File: src/rtl/iobs_pwq.sv
// iobs_pwq: FSB-side I/O bridge controller with a DEPTH-entry posted-write queue.
// Queued writes are issued in order, then non-posted cycles; posted errors go to PWERR.
// Ports:
//   CLK, nRST                  clock, synchronous active-low reset
//   nWE nAS nLDS nUDS          68000 strobes
//   BACT BACTr                 bus cycle active, and delayed one cycle
//   IOCS IORealCS IOPWCS       I/O selects (posted-write capable on IOPWCS)
//   IOACT IODONEin IOBERR      asynchronous IOB master status
//   PWERR_CLR                  clears the sticky posted-write error
//   IONPReady IOPWReady        non-posted / posted cycle termination
//   nBERR_FSB nDinOE           FSB bus error, read data output enable
//   IOREQ IORW ALE0 IOL0 IOU0  request bundle to the IOB master
//   LE SEL SELFSB              slot latch strobes and issue mux select
//   QCOUNT PWERR               queue occupancy, sticky posted-write error
module iobs_pwq #(
  parameter int DEPTH = 2,
  parameter int SYNC_STAGES = 1,
  localparam int PTRW = (DEPTH > 1) ? $clog2(DEPTH) : 1
) (
  input  logic            CLK,
  input  logic            nRST,
  input  logic            nWE,
  input  logic            nAS,
  input  logic            nLDS,
  input  logic            nUDS,
  input  logic            BACT,
  input  logic            BACTr,
  input  logic            IOCS,
  input  logic            IORealCS,
  input  logic            IOPWCS,
  input  logic            IOACT,
  input  logic            IODONEin,
  input  logic            IOBERR,
  input  logic            PWERR_CLR,
  output logic            IONPReady,
  output logic            IOPWReady,
  output logic            nBERR_FSB,
  output logic            nDinOE,
  output logic            IOREQ,
  output logic            IORW,
  output logic            ALE0,
  output logic            IOL0,
  output logic            IOU0,
  output logic [DEPTH-1:0] LE,
  output logic [PTRW-1:0] SEL,
  output logic            SELFSB,
  output logic [PTRW:0]   QCOUNT,
  output logic            PWERR
);

  typedef enum logic [1:0] {
    IDLE,
    START,
    WAITACT,
    WAITDONE
  } state_t;

  localparam logic [PTRW:0]   QMAX  = (PTRW+1)'(DEPTH);
  localparam logic [PTRW-1:0] PLAST = PTRW'(DEPTH-1);

  state_t state;

  logic [SYNC_STAGES-1:0] act_q;
  logic [SYNC_STAGES-1:0] done_q;
  logic [SYNC_STAGES-1:0] berr_q;

  logic act_s;
  logic done_s;
  logic berr_s;

  logic [DEPTH-1:0] lo_q;
  logic [DEPTH-1:0] up_q;
  logic [PTRW-1:0]  wptr;
  logic [PTRW-1:0]  rptr;

  logic sent;
  logic np;
  logic posted;
  logic new_cyc;
  logic enq;
  logic pop;
  logic np_acc;

  assign act_s  = act_q[SYNC_STAGES-1];
  assign done_s = done_q[SYNC_STAGES-1];
  assign berr_s = berr_q[SYNC_STAGES-1];

  assign posted  = IOPWCS && !nWE;
  assign new_cyc = BACT && IOCS && !sent;
  assign enq     = new_cyc && posted && (QCOUNT < QMAX);
  assign np_acc  = new_cyc && !posted &&
                   (QCOUNT == '0) && (state == IDLE);
  assign pop     = (state == WAITDONE) && !act_s && !SELFSB;

  assign IOPWReady = sent;
  assign nDinOE    = !(!nAS && BACTr && IORealCS && nWE);

  always_ff @(posedge CLK) begin
    if (!nRST) begin
      act_q  <= '0;
      done_q <= '0;
      berr_q <= '0;
    end else begin
      act_q[0]  <= IOACT;
      done_q[0] <= IODONEin;
      berr_q[0] <= IOBERR;
      for (int i = 1; i < SYNC_STAGES; i++) begin
        act_q[i]  <= act_q[i-1];
        done_q[i] <= done_q[i-1];
        berr_q[i] <= berr_q[i-1];
      end
    end
  end

  always_ff @(posedge CLK) begin
    if (!nRST) begin
      lo_q   <= '0;
      up_q   <= '0;
      wptr   <= '0;
      rptr   <= '0;
      LE     <= '0;
      QCOUNT <= '0;
    end else begin
      LE <= '0;
      if (enq) begin
        lo_q[wptr] <= !nLDS;
        up_q[wptr] <= !nUDS;
        LE         <= DEPTH'(1) << wptr;
        wptr       <= (wptr == PLAST) ? '0 : wptr + 1'b1;
      end
      if (pop) begin
        rptr <= (rptr == PLAST) ? '0 : rptr + 1'b1;
      end
      case ({enq, pop})
        2'b10:   QCOUNT <= QCOUNT + 1'b1;
        2'b01:   QCOUNT <= QCOUNT - 1'b1;
        default: QCOUNT <= QCOUNT;
      endcase
    end
  end

  always_ff @(posedge CLK) begin
    if (!nRST) begin
      state  <= IDLE;
      IOREQ  <= 1'b0;
      ALE0   <= 1'b0;
      IORW   <= 1'b1;
      IOL0   <= 1'b0;
      IOU0   <= 1'b0;
      SEL    <= '0;
      SELFSB <= 1'b0;
    end else begin
      unique case (state)
        IDLE: begin
          IOREQ <= 1'b0;
          ALE0  <= 1'b0;
          if (QCOUNT != '0) begin
            SELFSB <= 1'b0;
            SEL    <= rptr;
            IORW   <= 1'b0;
            IOL0   <= lo_q[rptr];
            IOU0   <= up_q[rptr];
            state  <= START;
          end else if (np_acc) begin
            SELFSB <= 1'b1;
            IORW   <= nWE;
            IOL0   <= !nLDS;
            IOU0   <= !nUDS;
            state  <= START;
          end
        end
        START: begin
          IOREQ <= 1'b1;
          ALE0  <= 1'b1;
          // FSB strobes may settle late in the cycle; take them again.
          if (SELFSB) begin
            IOL0 <= !nLDS;
            IOU0 <= !nUDS;
          end
          state <= WAITACT;
        end
        WAITACT: begin
          if (act_s) begin
            IOREQ <= 1'b0;
            state <= WAITDONE;
          end
        end
        WAITDONE: begin
          ALE0 <= 1'b0;
          if (!act_s) begin
            state <= IDLE;
          end
        end
        default: state <= IDLE;
      endcase
    end
  end

  always_ff @(posedge CLK) begin
    if (!nRST) begin
      sent      <= 1'b0;
      np        <= 1'b0;
      IONPReady <= 1'b0;
      nBERR_FSB <= 1'b1;
    end else if (!BACT) begin
      sent      <= 1'b0;
      np        <= 1'b0;
      IONPReady <= 1'b0;
      nBERR_FSB <= 1'b1;
    end else begin
      if (enq || np_acc) begin
        sent <= 1'b1;
      end
      if (np_acc) begin
        np <= 1'b1;
      end
      if (sent && np && done_s) begin
        IONPReady <= 1'b1;
      end
      if (sent && np && berr_s) begin
        nBERR_FSB <= 1'b0;
      end
    end
  end

  // The FSB cycle of a posted write is long gone, so its error is kept here.
  always_ff @(posedge CLK) begin
    if (!nRST) begin
      PWERR <= 1'b0;
    end else if (berr_s && (state != IDLE) && !SELFSB) begin
      PWERR <= 1'b1;
    end else if (PWERR_CLR) begin
      PWERR <= 1'b0;
    end
  end

endmodule
File: config.mk
export PLATFORM = sky130hd
export DESIGN_NAME = iobs_pwq
export DESIGN_NICKNAME = d
export VERILOG_FILES = /design/src/rtl/iobs_pwq.sv
export SDC_FILE = /design/constraint.sdc
export NUM_CORES = 1
export LEC_CHECK = 0
export ABC_AREA = 0
export ABC_CLOCK_PERIOD_IN_PS = 2270
export CAP_MARGIN = 5
export CELL_PAD_IN_SITES_DETAIL_PLACEMENT = 1
export CELL_PAD_IN_SITES_GLOBAL_PLACEMENT = 1
export CORE_UTILIZATION = 35
export CTS_CLUSTER_SIZE = 25
export DETAILED_ROUTE_END_ITERATION = 6
export DONT_BUFFER_PORTS = 1
export PLACE_DENSITY_LB_ADDON = 0.15
export SLEW_MARGIN = 20
export SYNTH_ARGS = -nofsm -noshare
export SYNTH_HDL_FRONTEND = slang
export SYNTH_SLANG_ARGS = --single-unit
File: constraint.sdc
create_clock -name CLK -period 2.27 [get_ports CLK]
set_clock_uncertainty 0.2 [all_clocks]
set_input_delay 0.227 -clock CLK [delete_from_list [all_inputs] [get_ports CLK]]
set_output_delay 0.227 -clock CLK [all_outputs]
set_load 0.02 [all_outputs]
* Word-level counts from Yosys, hierarchy flattened
Index checks and enable logic that the tools add are counted.
** Cells by class
- $add $sub $neg :: 4
- Magnitude comparators :: 4
- Equality and inequality tests :: 9
- Shift operators :: 1
- Multiplexer cells :: 33
- Reduce and logical (&&, ||, !) cells :: 47
** Operators by type and width (number)
- 1-bit two-way mux :: 20
- 1-bit logical AND :: 19
- 2-bit nonzero test :: 7
- 2-bit AND reduction :: 5
- 1-bit zero test :: 9
- 2-bit two-way mux :: 4
- 2-bit one-hot mux with 4 select lines :: 1
- 2-bit == test, second input constant :: 3
- 2-bit inequality test, second input constant :: 3
- 1-bit one-hot mux with 2 select lines :: 3
- 3-bit AND reduction :: 2
- 2-bit bitwise mux :: 2
- 2-bit by 1-bit == test with 1-bit output, second input constant :: 2
- 2-bit zero test :: 2
- 1-bit by 2-bit less-than comparator with 1-bit output, second input constant :: 2
- 2-bit one-hot mux with 2 select lines :: 1
- 3-bit by 2-bit inequality test with 1-bit output, second input constant :: 1
- 1-bit one-hot mux with 3 select lines :: 1
- 3-bit nonzero test :: 1
- 1-bit adder, second input constant :: 2
- 2-bit by 1-bit adder with 2-bit output, second input constant :: 1
- 2-bit less-than comparator, second input constant :: 1
- 2-bit OR reduction :: 1
- 1-bit by 1-bit << shifter with 2-bit output, first input constant :: 1
- 4 further kinds :: 4
** Word-level totals
- Bits in registers :: 27
- Output and inout port bits :: 16

* Depth between registers and ports, before layout
- Word-level depth :: 9
- Mapped depth :: 7
- Mapped depth without buffers :: 7

* Worst setup path after synthesis
No wires, ideal clock.
- Path type :: register -> register
- From :: reg sent (netlist: IOPWReady)
- To :: reg QCOUNT[1]
- Setup time :: 0.071 ns
- Arrival :: 1.794 ns
- Required time :: 1.999 ns
- Setup slack :: 0.206 ns
- Cell stages (with the launch flop) :: 7
- Clock period less this slack :: 2.064 ns
- Cells stage by stage :: dfxtp_1 > nand3b_4 > nor3_1 > inv_1 > ha_1 > or3_1 > a21oi_1
** On the way
- Word-level cells in the longest chain between the ends :: 6
- Elaborated cells on any way between the ends :: 8
- Those cells by class :: eq/ne: 2; mux: 1; reduce/logical: 5
** RTL lines
- start, declared :: line 76 : logic sent;
- start signal, assigned :: line 201 : sent <= 1'b0;
- start signal, assigned :: line 206 : sent <= 1'b0;
- start signal, assigned :: line 212 : sent <= 1'b1;
- 1-bit zero test (*) :: line 89 : assign new_cyc = BACT && IOCS && !sent;
- 1-bit logical AND (*) :: line 89
- 1-bit logical AND (*) (2 in a row) :: line 90 : assign enq = new_cyc && posted && (QCOUNT < QMAX);
- 2-bit by 1-bit == test with 1-bit output / 2-bit == test (equally long branches) :: line 134 : case ({enq, pop})
- 2-bit one-hot mux with 2 select lines / 2-bit nonzero test (equally long branches)
- end signal, assigned :: line 135 : 2'b10: QCOUNT <= QCOUNT + 1'b1;
- end signal, assigned :: line 136 : 2'b01: QCOUNT <= QCOUNT - 1'b1;
- end, declared :: line 47 : output logic [PTRW:0] QCOUNT,
Every way passes the cells marked *; elsewhere a longest branch is shown, timed or not.
A chain may end at the register's enable or synchronous reset.

* Final worst setup path
- From :: reg state[1]
- To :: reg QCOUNT[1]
** On the way
- Word-level cells in the longest chain between the ends :: 5
- Elaborated cells on any way between the ends :: 7
- Those cells by class :: eq/ne: 3; mux: 1; reduce/logical: 3
** RTL lines
- start, declared :: line 61 : state_t state;
- start signal, assigned :: line 144 : state <= IDLE;
- start signal, assigned :: line 163 : state <= START;
- start signal, assigned :: line 169 : state <= START;
- 2-bit == test (*) :: line 93 : assign pop = (state == WAITDONE) && !act_s && !SELFSB;
- 1-bit logical AND (*) (2 in a row) :: line 93
- via pop :: line 81 : logic pop;
- 2-bit by 1-bit == test with 1-bit output / 2-bit == test (equally long branches) :: line 134
- 2-bit one-hot mux with 2 select lines / 2-bit nonzero test (equally long branches)
The timed path passes the listed nets; every way through them passes the cells marked *.

==> summary.txt <==
Outcome
  • Status: finished with violations
  • Violated checks: hold timing

Setup path
  • CP Cell Sequence: ha_1 > nor3b_1 > ha_1 > or3_1 > a21oi_1
  • Most used cell, CP: ha_1
  • Arr. time, crit path: 2130 ps
  • Max stage delay cell, worst path: dfxtp_1
  • CP Max Fanout: 5
  • Worst Reg-to-Reg Cells: 5
  • Worst reg2reg path endpoint: QCOUNT[1]
  • Worst EP required: 2340 ps
  • Critical path's largest stage delay: 430 ps
  • Critical path endpoint category: flip-flop
  • Worst r2r src: state[1]
  • R2R Setup Slk: 200 ps
  • Startpoint types: flip-flop
  • Critical path type: flip-flop to flip-flop

Timing
  • Setup violations, final: 0
  • Achievable Freq: 0.4838 GHz
  • Final Slew Violations: 0
  • RSZ-0062 raised after global routing: false
  • Relative slew slack: 66.05%
  • Setup_tns: 0 ps
  • Period minus WS final: 2067 ps
  • Fin. Hold Viols: 1
  • Final hold slack: -6.581 ps
  • Final period util: 91.06%
  • Worst-margin pin slew: 508.8 ps

Routing
  • Vias: 910
  • Residual DRC: 0
  • Routed wire length: 2.771 mm
  • DRT Pass-1 Iters: 4
  • Initial DRC count: 23
  • Post-DRT Antenna Nets: 0
  • Wire per inst: 15.14 um
  • DR vias/cell: 4.973

Die
  • Rows: 21
  • Chip Width: 60.92 um
  • Core area: 3337 um^2
  • Die span in y: 60.92 um
  • Die area: 3711 um^2
  • Top Ports: 31
  • Starting density of the core: 36.41%

Clocking
  • Worst-case clock buffer depth: 2
  • Clock sinks: 27
  • Worst-skew pair later-pin latency: 320 ps
  • TritonCTS clock tree: built
  • Htree depth: 1
  • CTS root buffer: clkbuf_4
  • Clock slew at reported path FFs: 150 ps
  • Postcts setup bufs: 0
  • Num CTS Buffers: 3

Logic synthesis
  • Synth warn: 0
  • Cell variety after synth: 40
  • Main synth FF type: dfxtp_1
  • Syn nets: 146
  • Post-synthesis sequential area ratio: 44.49%
  • Synthesized cell area: 1215 um^2
  • Async SR Flop Fraction: 0%
  • Syn Inst Count: 125
  • Avg Cell Area, Syn: 9.719 um^2
  • EDFF count, synth: 0
  • Flops & latches, synth: 27

Placement
  • Routability Congestion: 0.7442
  • Port Buf Inserts: 0
  • Detailed placement HPWL: 1.985 mm
  • Placed Cells: 170

Power and ir drop
  • Pwr Density: 934.1 nW/um^2
  • Total power: 1.304 mW
  • VDD IR max: 0.4531 mV
  • LEAKAGE: 0.5497 nW

Run
  • Max Cap Violations: 0

Final layout
  • Commonest cells after routing, fill and taps aside: 27 x dfxtp_1, 17 x nor2_1, 9 x dlygate4sd3_1
  • FILL cells: 400
  • Final Util: 41.84%
  • Area Growth Syn to Fin: 14.93%
  • Final net count: 159
  • Share of layout cells above drive strength 1: 10.95%
  • Final Non-Filler Cells: 183
  • Antenna cells: 0
  • Commonest non-fill, non-tap cell in the layout: dfxtp_1

Worst hold path
  • Hold path endpoint: IOU0
  • HP Class: input pin to flip-flop
  • Worst hold start: nRST
  • WHS Path Cells: 3

GRT
  • Vias in the first global route: 987
  • Total Routing Usage GR: 16.73%
  • Largest net degree at the start of global routing: 16
  • Number of antenna violations at the first check in global routing: 0
  • First-pass GRT wire length: 4.491 mm
  • Grt ovf: 0
## synthesized netlist by cell type, drive strengths merged, types with 2 or more instances
cell	count	share of area [%]
dfxtp	27	44
nor2	18	5.8
a211oi	7	4.3
a21oi	7	2.9
nand2	7	2.2
ha	6	6.2
and2	4	2.1
inv	4	1.2
a31oi	3	1.5
clkbuf	3	1.0
mux2i	3	2.5
nor2b	3	1.5
o21ai	3	1.2
xnor2	3	2.2
a41o	2	1.6
and3	2	1.0
buf	2	0.93
nor3	2	0.82
## final cells by class
type / count / area (um^2) / area share [%]
inverter: 4 / 15.01 / 1.075
clock buffer: 3 / 22.52 / 1.613
clock inverter: 1 / 5.005 / 0.3584
tap: 46 / 57.56 / 4.122
timing repair buffer: 13 / 120.1 / 8.602
sequential: 27 / 540.5 / 38.71
multi-input combinational: 89 / 635.6 / 45.52
## worst max path at each step
stage                   start  cells after the start   endpoint
finish               state[1]                      5  QCOUNT[1]
global route         state[1]                      5  QCOUNT[1]
CTS                  state[1]                      5  QCOUNT[1]
detailed placement   state[1]                      5  QCOUNT[1]
global placement     state[1]                      5  QCOUNT[1]
floorplan           IOPWReady                      6  QCOUNT[1]
## flip-flops by register name, indices dropped and copies added, names as in the netlist, 2 cells and up
signal,flops
QCOUNT,2
state,2
LE,2
lo_q,2
up_q,2
## logic make-up (layout without fill, tap and decap cells)
| kind of cell | after synthesis | in the layout | synth area share (%) |
|---|---|---|---|
| AOI/OAI and AO/OA | 29 | 29 | 16.79 |
| xor gates and xnor gates | 4 | 4 | 2.884 |
| adders and majority gates | 6 | 6 | 6.179 |
| buffers and inverters | 9 | 21 | 3.192 |
| DFF | 27 | 27 | 44.49 |
| muxes | 4 | 4 | 3.399 |
| and+or+nand+nor | 46 | 46 | 23.07 |
## routing by layer
metal	track usage [%]	part of all wire [%]
met5	0	0
met4	3.896	0.51
met3	3.412	3.6
met2	28.73	49
met1	21.56	46
## per-stage QoR
step / setup slack (ps) / hold WS (ps) / cell area, um^2
detailed placement: 246.0 / 127.8 / 1279
CTS: 203.3 / 1.724 / 1396
global placement: 305.8 / 123.5 / 1279
floorplan: 205.6 / 122.6 / 1215
finish: 202.9 / -6.581 / 1396
global route: 89.88 / 20.38 / 1396
## where the power goes
part | leakage, nW | switching, mW | total (mW) | internal (mW)
registers | 0.220 | 0.113 | 0.658 | 0.546
logic | 0.312 | 0.248 | 0.436 | 0.188
clock network | 0.0177 | 0.144 | 0.210 | 0.0661
## what timing repair did
item                                   4_1_cts  5_1_grt
resized for setup                            0        0
endpoints found under the hold margin       18        0
hold buffers                                 9        0
## worst max-delay path: cells and delay by family (launching register included)
| family | cells | cell delay (ps) |
|---|---|---|
| and+or+nand+nor | 2 | 720 |
| adders and majority gates | 2 | 530 |
| DFF | 1 | 430 |
| AOI/OAI and AO/OA | 1 | 130 |
(Power assumes the default switching activity.)
